## config.mk

```make
export PLATFORM = sky130hd
export DESIGN_NAME = csa_accum_ctrl
export DESIGN_NICKNAME = d
export VERILOG_FILES = /design/src/rtl/csa_accum_ctrl.sv
export SDC_FILE = /design/constraint.sdc
export NUM_CORES = 1
export LEC_CHECK = 0
export BUFFER_PORTS_ARGS = -buffer_cell sky130_fd_sc_hd__buf_2
export CORE_ASPECT_RATIO = 1.2
export CORE_MARGIN = 8
export CORE_UTILIZATION = 40
export DETAILED_ROUTE_END_ITERATION = 10
export GPL_TIMING_DRIVEN = 0
export HOLD_SLACK_MARGIN = 0.15
export MAX_ROUTING_LAYER = met4
export PLACE_DENSITY = 0.65
export SYNTH_ARGS = -nofsm -noshare
export SYNTH_HDL_FRONTEND = slang
export SYNTH_SLANG_ARGS = --single-unit
```

## constraint.sdc

```tcl
create_clock -name clk -period 8 [get_ports clk]
set_input_delay 0.8 -clock clk [delete_from_list [all_inputs] [get_ports clk]]
set_output_delay 0.8 -clock clk [all_outputs]
set_load 0.1 [all_outputs]
```

## src/rtl/csa_accum_ctrl.sv

```systemverilog
// csa_accum_ctrl: multi-operand accumulator sequencer around a 3:2
// carry-save step. Operands are folded into a redundant sum/carry pair,
// then resolved by a chunked carry-propagate add over WIDTH/CHUNK cycles.
// Optional build macro: CSA_ACCUM_SAT_EN (saturate out_data on overflow).
module csa_accum_ctrl #(
  parameter int WIDTH = 64,
  parameter int CNT_W = 8,
  parameter int CHUNK = 16
) (
  input  logic             clk,
  input  logic             rst_n,
  input  logic             start,
  input  logic [CNT_W-1:0] num_ops,
  input  logic             in_valid,
  input  logic [WIDTH-1:0] in_data,
  output logic             in_ready,
  output logic             out_valid,
  output logic [WIDTH-1:0] out_data,
  input  logic             out_ready,
  output logic             ovf,
  output logic             busy
);

  localparam int NCH   = WIDTH / CHUNK;
  localparam int IDX_W = (NCH > 1) ? $clog2(NCH) : 1;

  typedef enum logic [1:0] {
    IDLE    = 2'd0,
    ACCUM   = 2'd1,
    RESOLVE = 2'd2,
    DONE    = 2'd3
  } state_t;

  state_t             state_r;
  logic [WIDTH-1:0]   sum_r;
  logic [WIDTH-1:0]   carry_r;
  logic [WIDTH-1:0]   result_r;
  logic [WIDTH-1:0]   out_data_r;
  logic [CNT_W-1:0]   cnt_r;
  logic [IDX_W-1:0]   chunk_idx_r;
  logic               cin_r;
  logic               ovf_r;
  logic               ovf_out_r;
  logic               in_ready_r;
  logic               out_valid_r;
  logic               busy_r;

  logic [WIDTH-1:0]   maj_s;
  logic [WIDTH-1:0]   sum_nxt_s;
  logic [CHUNK:0]     chunk_sum_s;
  logic [WIDTH-1:0]   done_data_s;

  // One CSA step against the incoming operand and one chunk of the final add.
  always_comb begin
    maj_s       = (sum_r & carry_r) | (sum_r & in_data) | (carry_r & in_data);
    sum_nxt_s   = sum_r ^ carry_r ^ in_data;
    chunk_sum_s = {1'b0, sum_r[int'(chunk_idx_r)*CHUNK +: CHUNK]}
                + {1'b0, carry_r[int'(chunk_idx_r)*CHUNK +: CHUNK]}
                + {{CHUNK{1'b0}}, cin_r};
  end

  // Value presented while the result is being offered.
`ifdef CSA_ACCUM_SAT_EN
  always_comb begin
    done_data_s = result_r;
    if (ovf_r) begin
      done_data_s = {WIDTH{1'b1}};
    end else begin
      done_data_s = result_r;
    end
  end
`else
  always_comb begin
    done_data_s = result_r;
  end
`endif

  // Controller FSM with datapath registers and registered outputs.
  always_ff @(posedge clk or negedge rst_n) begin
    if (!rst_n) begin
      state_r     <= IDLE;
      sum_r       <= {WIDTH{1'b0}};
      carry_r     <= {WIDTH{1'b0}};
      result_r    <= {WIDTH{1'b0}};
      out_data_r  <= {WIDTH{1'b0}};
      cnt_r       <= {CNT_W{1'b0}};
      chunk_idx_r <= {IDX_W{1'b0}};
      cin_r       <= 1'b0;
      ovf_r       <= 1'b0;
      ovf_out_r   <= 1'b0;
      in_ready_r  <= 1'b0;
      out_valid_r <= 1'b0;
      busy_r      <= 1'b0;
    end else begin
      case (state_r)
        IDLE: begin
          out_valid_r <= 1'b0;
          if (start) begin
            busy_r <= 1'b1;
            if (num_ops != {CNT_W{1'b0}}) begin
              sum_r      <= {WIDTH{1'b0}};
              carry_r    <= {WIDTH{1'b0}};
              ovf_r      <= 1'b0;
              cnt_r      <= num_ops;
              in_ready_r <= 1'b1;
              state_r    <= ACCUM;
            end else begin
              // Empty job: the result is trivially zero.
              result_r   <= {WIDTH{1'b0}};
              ovf_r      <= 1'b0;
              in_ready_r <= 1'b0;
              state_r    <= DONE;
            end
          end else begin
            busy_r     <= 1'b0;
            in_ready_r <= 1'b0;
          end
        end
        ACCUM: begin
          if (in_valid && in_ready_r) begin
            sum_r   <= sum_nxt_s;
            carry_r <= maj_s << 1;
            // A carry shifted out of the top bit is worth 2^WIDTH.
            ovf_r   <= ovf_r | maj_s[WIDTH-1];
            cnt_r   <= cnt_r - {{(CNT_W-1){1'b0}}, 1'b1};
            if (cnt_r == {{(CNT_W-1){1'b0}}, 1'b1}) begin
              chunk_idx_r <= {IDX_W{1'b0}};
              cin_r       <= 1'b0;
              in_ready_r  <= 1'b0;
              state_r     <= RESOLVE;
            end else begin
              state_r <= ACCUM;
            end
          end else begin
            state_r <= ACCUM;
          end
        end
        RESOLVE: begin
          result_r[int'(chunk_idx_r)*CHUNK +: CHUNK] <= chunk_sum_s[CHUNK-1:0];
          cin_r       <= chunk_sum_s[CHUNK];
          chunk_idx_r <= chunk_idx_r + {{(IDX_W-1){1'b0}}, 1'b1};
          if (chunk_idx_r == IDX_W'(NCH-1)) begin
            ovf_r   <= ovf_r | chunk_sum_s[CHUNK];
            state_r <= DONE;
          end else begin
            state_r <= RESOLVE;
          end
        end
        DONE: begin
          if (out_valid_r && out_ready) begin
            out_valid_r <= 1'b0;
            out_data_r  <= {WIDTH{1'b0}};
            ovf_out_r   <= 1'b0;
            busy_r      <= 1'b0;
            state_r     <= IDLE;
          end else begin
            out_valid_r <= 1'b1;
            out_data_r  <= done_data_s;
            ovf_out_r   <= ovf_r;
            state_r     <= DONE;
          end
        end
        default: begin
          state_r     <= IDLE;
          in_ready_r  <= 1'b0;
          out_valid_r <= 1'b0;
          busy_r      <= 1'b0;
        end
      endcase
    end
  end

  assign in_ready  = in_ready_r;
  assign out_valid = out_valid_r;
  assign out_data  = out_data_r;
  assign ovf       = ovf_out_r;
  assign busy      = busy_r;

endmodule
```

Yosys cells after proc, flatten, opt, wreduce, memory -nomap -nowiden
Index checks and enable logic that the tools add are counted.

word-level totals
  output and inout bits = 68
  register bits after elaboration = 274
  memories kept = 0
  ROM bits = 0
  input bits = 77
  latch bits = 0
  memory bits (writable) = 0

cells by class
  div/mod/pow operators = 0
  reductions and logical operators = 15
  mux-type cells = 41
  multiply operators = 0
  bitwise operators = 9
  magnitude comparators = 0
  eq/ne operators = 12
  shifts and indexed selects = 4
  $add $sub $neg = 5

operators with widths
  operator                  count
  $mux 64                   7
  $pmux 64 s2               3
  $and 64x64->64            3
  $or 64x64->64             2
  $shiftx 64x7->16          2
  $xor 64x64->64            2
  $bwmux 64                 1
  $shift 16x33->64 const A  1
  $shiftx 16x33->64         1
  $neg 6->33                1
  $mux 8                    3
  $add 16x16->17            1
  $add 17x1->17             1
  $pmux 8 s2                1
  $mux 2                    7
  $ne 2x2->1 const B        7
  $mux 1                    12
  $reduce_and 3->1          3
  $eq 8x1->1 const B        1
  $pmux 1 s2                4
  $pmux 2 s4                1
  $reduce_and 4->1          2
  $reduce_bool 2->1         4
  $reduce_bool 8->1         1
  11 further kinds          15

Depth between registers and ports, before layout
  word-level depth = 6
  gate-level depth with buffers = 13
  gate-level depth less buffers = 12

Least setup slack after synthesis
No wires, ideal clock.

  kind = register -> register
  from = reg chunk_idx_r[0]
  to = reg result_r[60] (netlist: done_data_s[60])
  arrival = 3419 ps
  stages on the path, launching flop included = 13
  library setup time = 121 ps
  path slack = 4460 ps
  clock period less this slack = 3540 ps
  cell sequence = dfrtp_1 > clkbuf_1 > buf_2 > mux4_2 > fa_1 > inv_1 > fa_1 > nor2b_1 > o211ai_1 > a21oi_1 > a31o_2 > xor2_1 > a22o_2

between the ends
  cells in the longest elaborated chain, start to end = 6

ends and longest elaborated chain
  what                                        RTL line  text
  start: declaration                          40        logic [IDX_W-1:0] chunk_idx_r;
  start signal: assignment                    87        chunk_idx_r <= {IDX_W{1'b0}};
  start signal: assignment                    127       chunk_idx_r <= {IDX_W{1'b0}};
  start signal: assignment                    141       chunk_idx_r <= chunk_idx_r + {{(IDX_W-1){1'b0}}, 1'b1};
  $shiftx 64x7->16, on equally long branches  57, 58
  $add 16x16->17                              58        + {1'b0, carry_r[int'(chunk_idx_r)*CHUNK +: CHUNK]}
  $add 17x1->17                               59        + {{CHUNK{1'b0}}, cin_r};
  $shiftx 16x33->64                           139       result_r[int'(chunk_idx_r)*CHUNK +: CHUNK] <= chunk_sum_s[CHUNK-1:0];
  $bwmux 64 (*)                               139
  $pmux 64 s2 (*)                             95        case (state_r)
  end signal: assignment                      84        result_r <= {WIDTH{1'b0}};
  end signal: assignment                      109       result_r <= {WIDTH{1'b0}};
  end signal: indexed assignment              139
  end: declaration                            37        logic [WIDTH-1:0] result_r;

Every way passes the cells marked *; elsewhere a longest branch is shown, timed or not.
A chain may end at the register's enable or synchronous reset.

Final worst setup path
  from = reg chunk_idx_r[0]
  to = reg result_r[12] (netlist: done_data_s[12])

Same word-level chain as after synthesis.

==> results.cfg <==
[outcome]
status = finished, final reports clean

[layout]
diodes = 0
regArea_um2 = 6832
area_growth_pct = 17.59
finalInstanceArea_um2 = 15790
multi_input_area_um2 = 5937
drive_above_1_share_pct = 22.56
layout.nets = 1436
fill_cells = 3030

[sta]
max_freq_mhz = 225.9
fin_skew_ns = 0.01453
final-hold-violation-count = 0
rsz0062_at_grt = no
tightest_slew_ns = 0.8115
slew_violations = 0
finalSetupViolCount = 0
setup_ws_ns = 3.574
period_needed_ns = 4.426
min_period_over_period_pct = 55.33
relSlewSlack_pct = 45.51
setup-tns-final_ns = 0

[routing]
drtIter0Drc = 587
routed_via_density = 5.410
wl_um = 36810
wl_per_cell_um = 21.15
vias = 9414
drc = 0
drtPass1Iterations = 5
drt.antenna.violating_nets = 0

[worst_setup_path]
cp_data_arrival_time_ns = 4.93
regToRegStartpoint = chunk_idx_r[0]$_DFFE_PN0P_
crit_slowest_cell = mux4_2
path_cells = clkbuf_1 > buf_2 > mux4_2 > fa_1 > inv_1 > fa_1 > nor2b_1 > o211ai_1 > a21oi_1 > a31o_2 > xor2_1 > a22o_1
startpoint = chunk_idx_r[0]$_DFFE_PN0P_
end_kind = flip-flop
crit_top_cell = fa_1
slowest_delay_ns = 0.57
worstSetupStartpointType = flip-flop
crit_fanout = 10
crit_type = flip-flop to flip-flop
critPathRequiredTime_ns = 8.50
ff2ff_setup_slack_ns = 3.57

[power_and_ir_drop]
p_leak_nw = 7.345
vdd_drop_max_mv = 0.2239
p_per_area_nw_per_um2 = 458.0

[grt]
antenna_found_initial = 0
overflow = 0
grt_pass1_vias = 10059
grt_pass1_wl_um = 58370
grt_max_degree = 108
track_usage_pct = 19.28

[synthesis]
synth_flop_cell = dfrtp_1
async_flop_share_pct = 100.0
synth_area_per_cell_um2 = 12.32
synth_fp_nets = 1259
synth_edf_count = 0
ys_warn_count = 0
ys_types = 63
netlist.area_leader.share_pct = 50.88
seq_area_frac_synth_pct = 50.88
ys_top_cells_by_area = dfrtp_1 (51%), a22o_1 (10%), fa_1 (9.7%)
ys_ff_latch = 273
synth_area_um2 = 13430
synth_cells = 1090
yosysTopAreaCell = dfrtp_1

[placement]
place.gp.congestion = 0.8192
dp_hpwl_um = 27260
placed_area_um2 = 14780
place_ws_ns = 3.491
io_buffers = 144

[die]
die_w_um = 183.3
std_cell_rows = 73
fp.coreArea_um2 = 33060
start_util_pct = 40.61
fp.dieH_um = 216.7
die_area_um2 = 39710
ios = 145

[cts]
clock_path_buffers = 3
postCtsResizedCells = 0
cts_max_level = 1
clk_latency_ns = 0.57
numCtsBuffers = 29
postCtsHoldBufs = 0
postCtsSetupRepairBufs = 0
clkSinkCount = 273
cts_tree = done
clk_pin_slew_worst_paths_ns = 0.07
root_buffer = clkbuf_16

[run]
cap_violations = 0

[hold_path]
min_path_type = primary input to asynchronous set/reset pin
==> worst max-delay path, delay by kind of cell (launching register included) <==
kind | cells | cell delay [ns]
AOI/OAI and AO/OA | 4 | 1.01
adders and majority gates | 2 | 0.66
buffers and inverters | 3 | 1.08
muxes | 1 | 0.57
xor gates and xnor gates | 1 | 0.56
DFF | 1 | 0.41
and+or+nand+nor | 1 | 0.07
==> cell usage after synthesis (11+ instances only) <==
library cell / number
a21oi_1: 20
a22o_1: 160
a22o_2: 11
buf_2: 23
clkbuf_1: 30
dfrtp_1: 273
fa_1: 65
ha_1: 27
inv_1: 81
mux4_2: 31
nand2_1: 108
nand3_1: 15
nor2_1: 17
o21ai_0: 100
==> path summary, 6_finish.rpt <==
path | end | depth (start not counted)
min | sum_r[44]$_DFFE_PN0P_ | 1
max reg2reg | done_data_s[12]$_DFFE_PN0P_ | 12
max | done_data_s[12]$_DFFE_PN0P_ | 12
max in group asynchronous | out_data[51]$_DFFE_PN0P_ | 2
min in group clk | out_data[17]$_DFFE_PN0P_ | 2
min reg2reg | out_data[17]$_DFFE_PN0P_ | 2
==> placed cells by master (no fill, tap or decap), drive strengths merged, types with 2 or more instances in the layout <==
| cell type | instances |
|---|---|
| a21boi | 2 |
| and2 | 3 |
| nand4 | 4 |
| nor3 | 3 |
| xor2 | 3 |
| mux4 | 31 |
| and4 | 2 |
| or4 | 2 |
| nand2b | 4 |
| clkinv | 6 |
| bufinv | 3 |
| nor2b | 5 |
| o21a | 8 |
| nor2 | 17 |
| dfrtp | 273 |
| a31oi | 2 |
| a21oi | 21 |
| o31ai | 5 |
| fa | 65 |
| o21ai | 106 |
| buf | 183 |
| o22ai | 7 |
| o211ai | 4 |
| or2 | 2 |
| xnor2 | 10 |
| inv | 83 |
| a22o | 171 |
| ha | 27 |
| mux2i | 4 |
| nand3 | 16 |
| nor4 | 6 |
| a21o | 3 |
| and3 | 2 |
| a211oi | 9 |
| nand2 | 108 |
| mux2 | 2 |
| clkbuf | 73 |
==> metal layers <==
metal  global-route usage [%]  up-vias  part of all wire [%]  wire, µm
li1                         -     4298                     -         -
met1                    24.65     4800                    43     15910
met2                    32.12      265                    50     18330
met3                    2.661       51                   5.0      1837
met4                    4.723        0                   2.0       725
met5                        -        -                     0         0
==> where the power goes <==
group | leakage, nW | switching, mW | internal (mW)
combinational | 3.18 | 2.33 | 1.28
clock | 0.499 | 0.577 | 0.843
sequential | 3.67 | 0.405 | 1.80
==> final cells by class <==
cell class                 count  area share (%)
multi-input combinational    668           37.60
clock buffer                  43           5.436
inverter                      82           1.949
sequential                   273           43.26
buffer                        67           2.227
tap                          450           3.566
clock inverter                11          0.9826
timing repair buffer         146           4.976
==> registers in the layout, summed over array words and instances (netlist names) <==
| signal | count |
|---|---|
| done_data_s | 64 |
| out_data | 64 |
| sum_r | 64 |
| carry_r | 63 |
| cnt_r | 8 |
| chunk_idx_r | 2 |
| state_r | 2 |
| busy | 1 |
| cin_r | 1 |
| in_ready | 1 |
| out_valid | 1 |
| ovf | 1 |
| ovf_r | 1 |
==> per-stage QoR <==
step	std cells	power (mW)	util, %	hold WS [ns]
2_1_floorplan	1090	4.621	-	0.4436
3_3_place_gp	1684	5.727	44.49	0.4616
3_5_place_dp	1686	5.820	44.69	0.4671
4_1_cts	1740	7.264	47.76	0.2257
5_1_grt	1740	7.680	47.76	0.2483
6_report	1740	7.232	47.76	0.1982
==> logic make-up after synthesis <==
| group | Yosys count | share of synthesized area [%] |
|---|---|---|
| AO/OA/AOI/OAI | 349 | 19.26 |
| buffers and inverters | 149 | 4.911 |
| flip-flops | 273 | 50.88 |
| AND/OR/NAND/NOR | 177 | 6.234 |
| XOR/XNOR | 13 | 0.8479 |
| adder cells (fa/ha/maj) | 92 | 12.21 |
| multiplexers | 37 | 5.665 |
(Power assumes the default switching activity.)
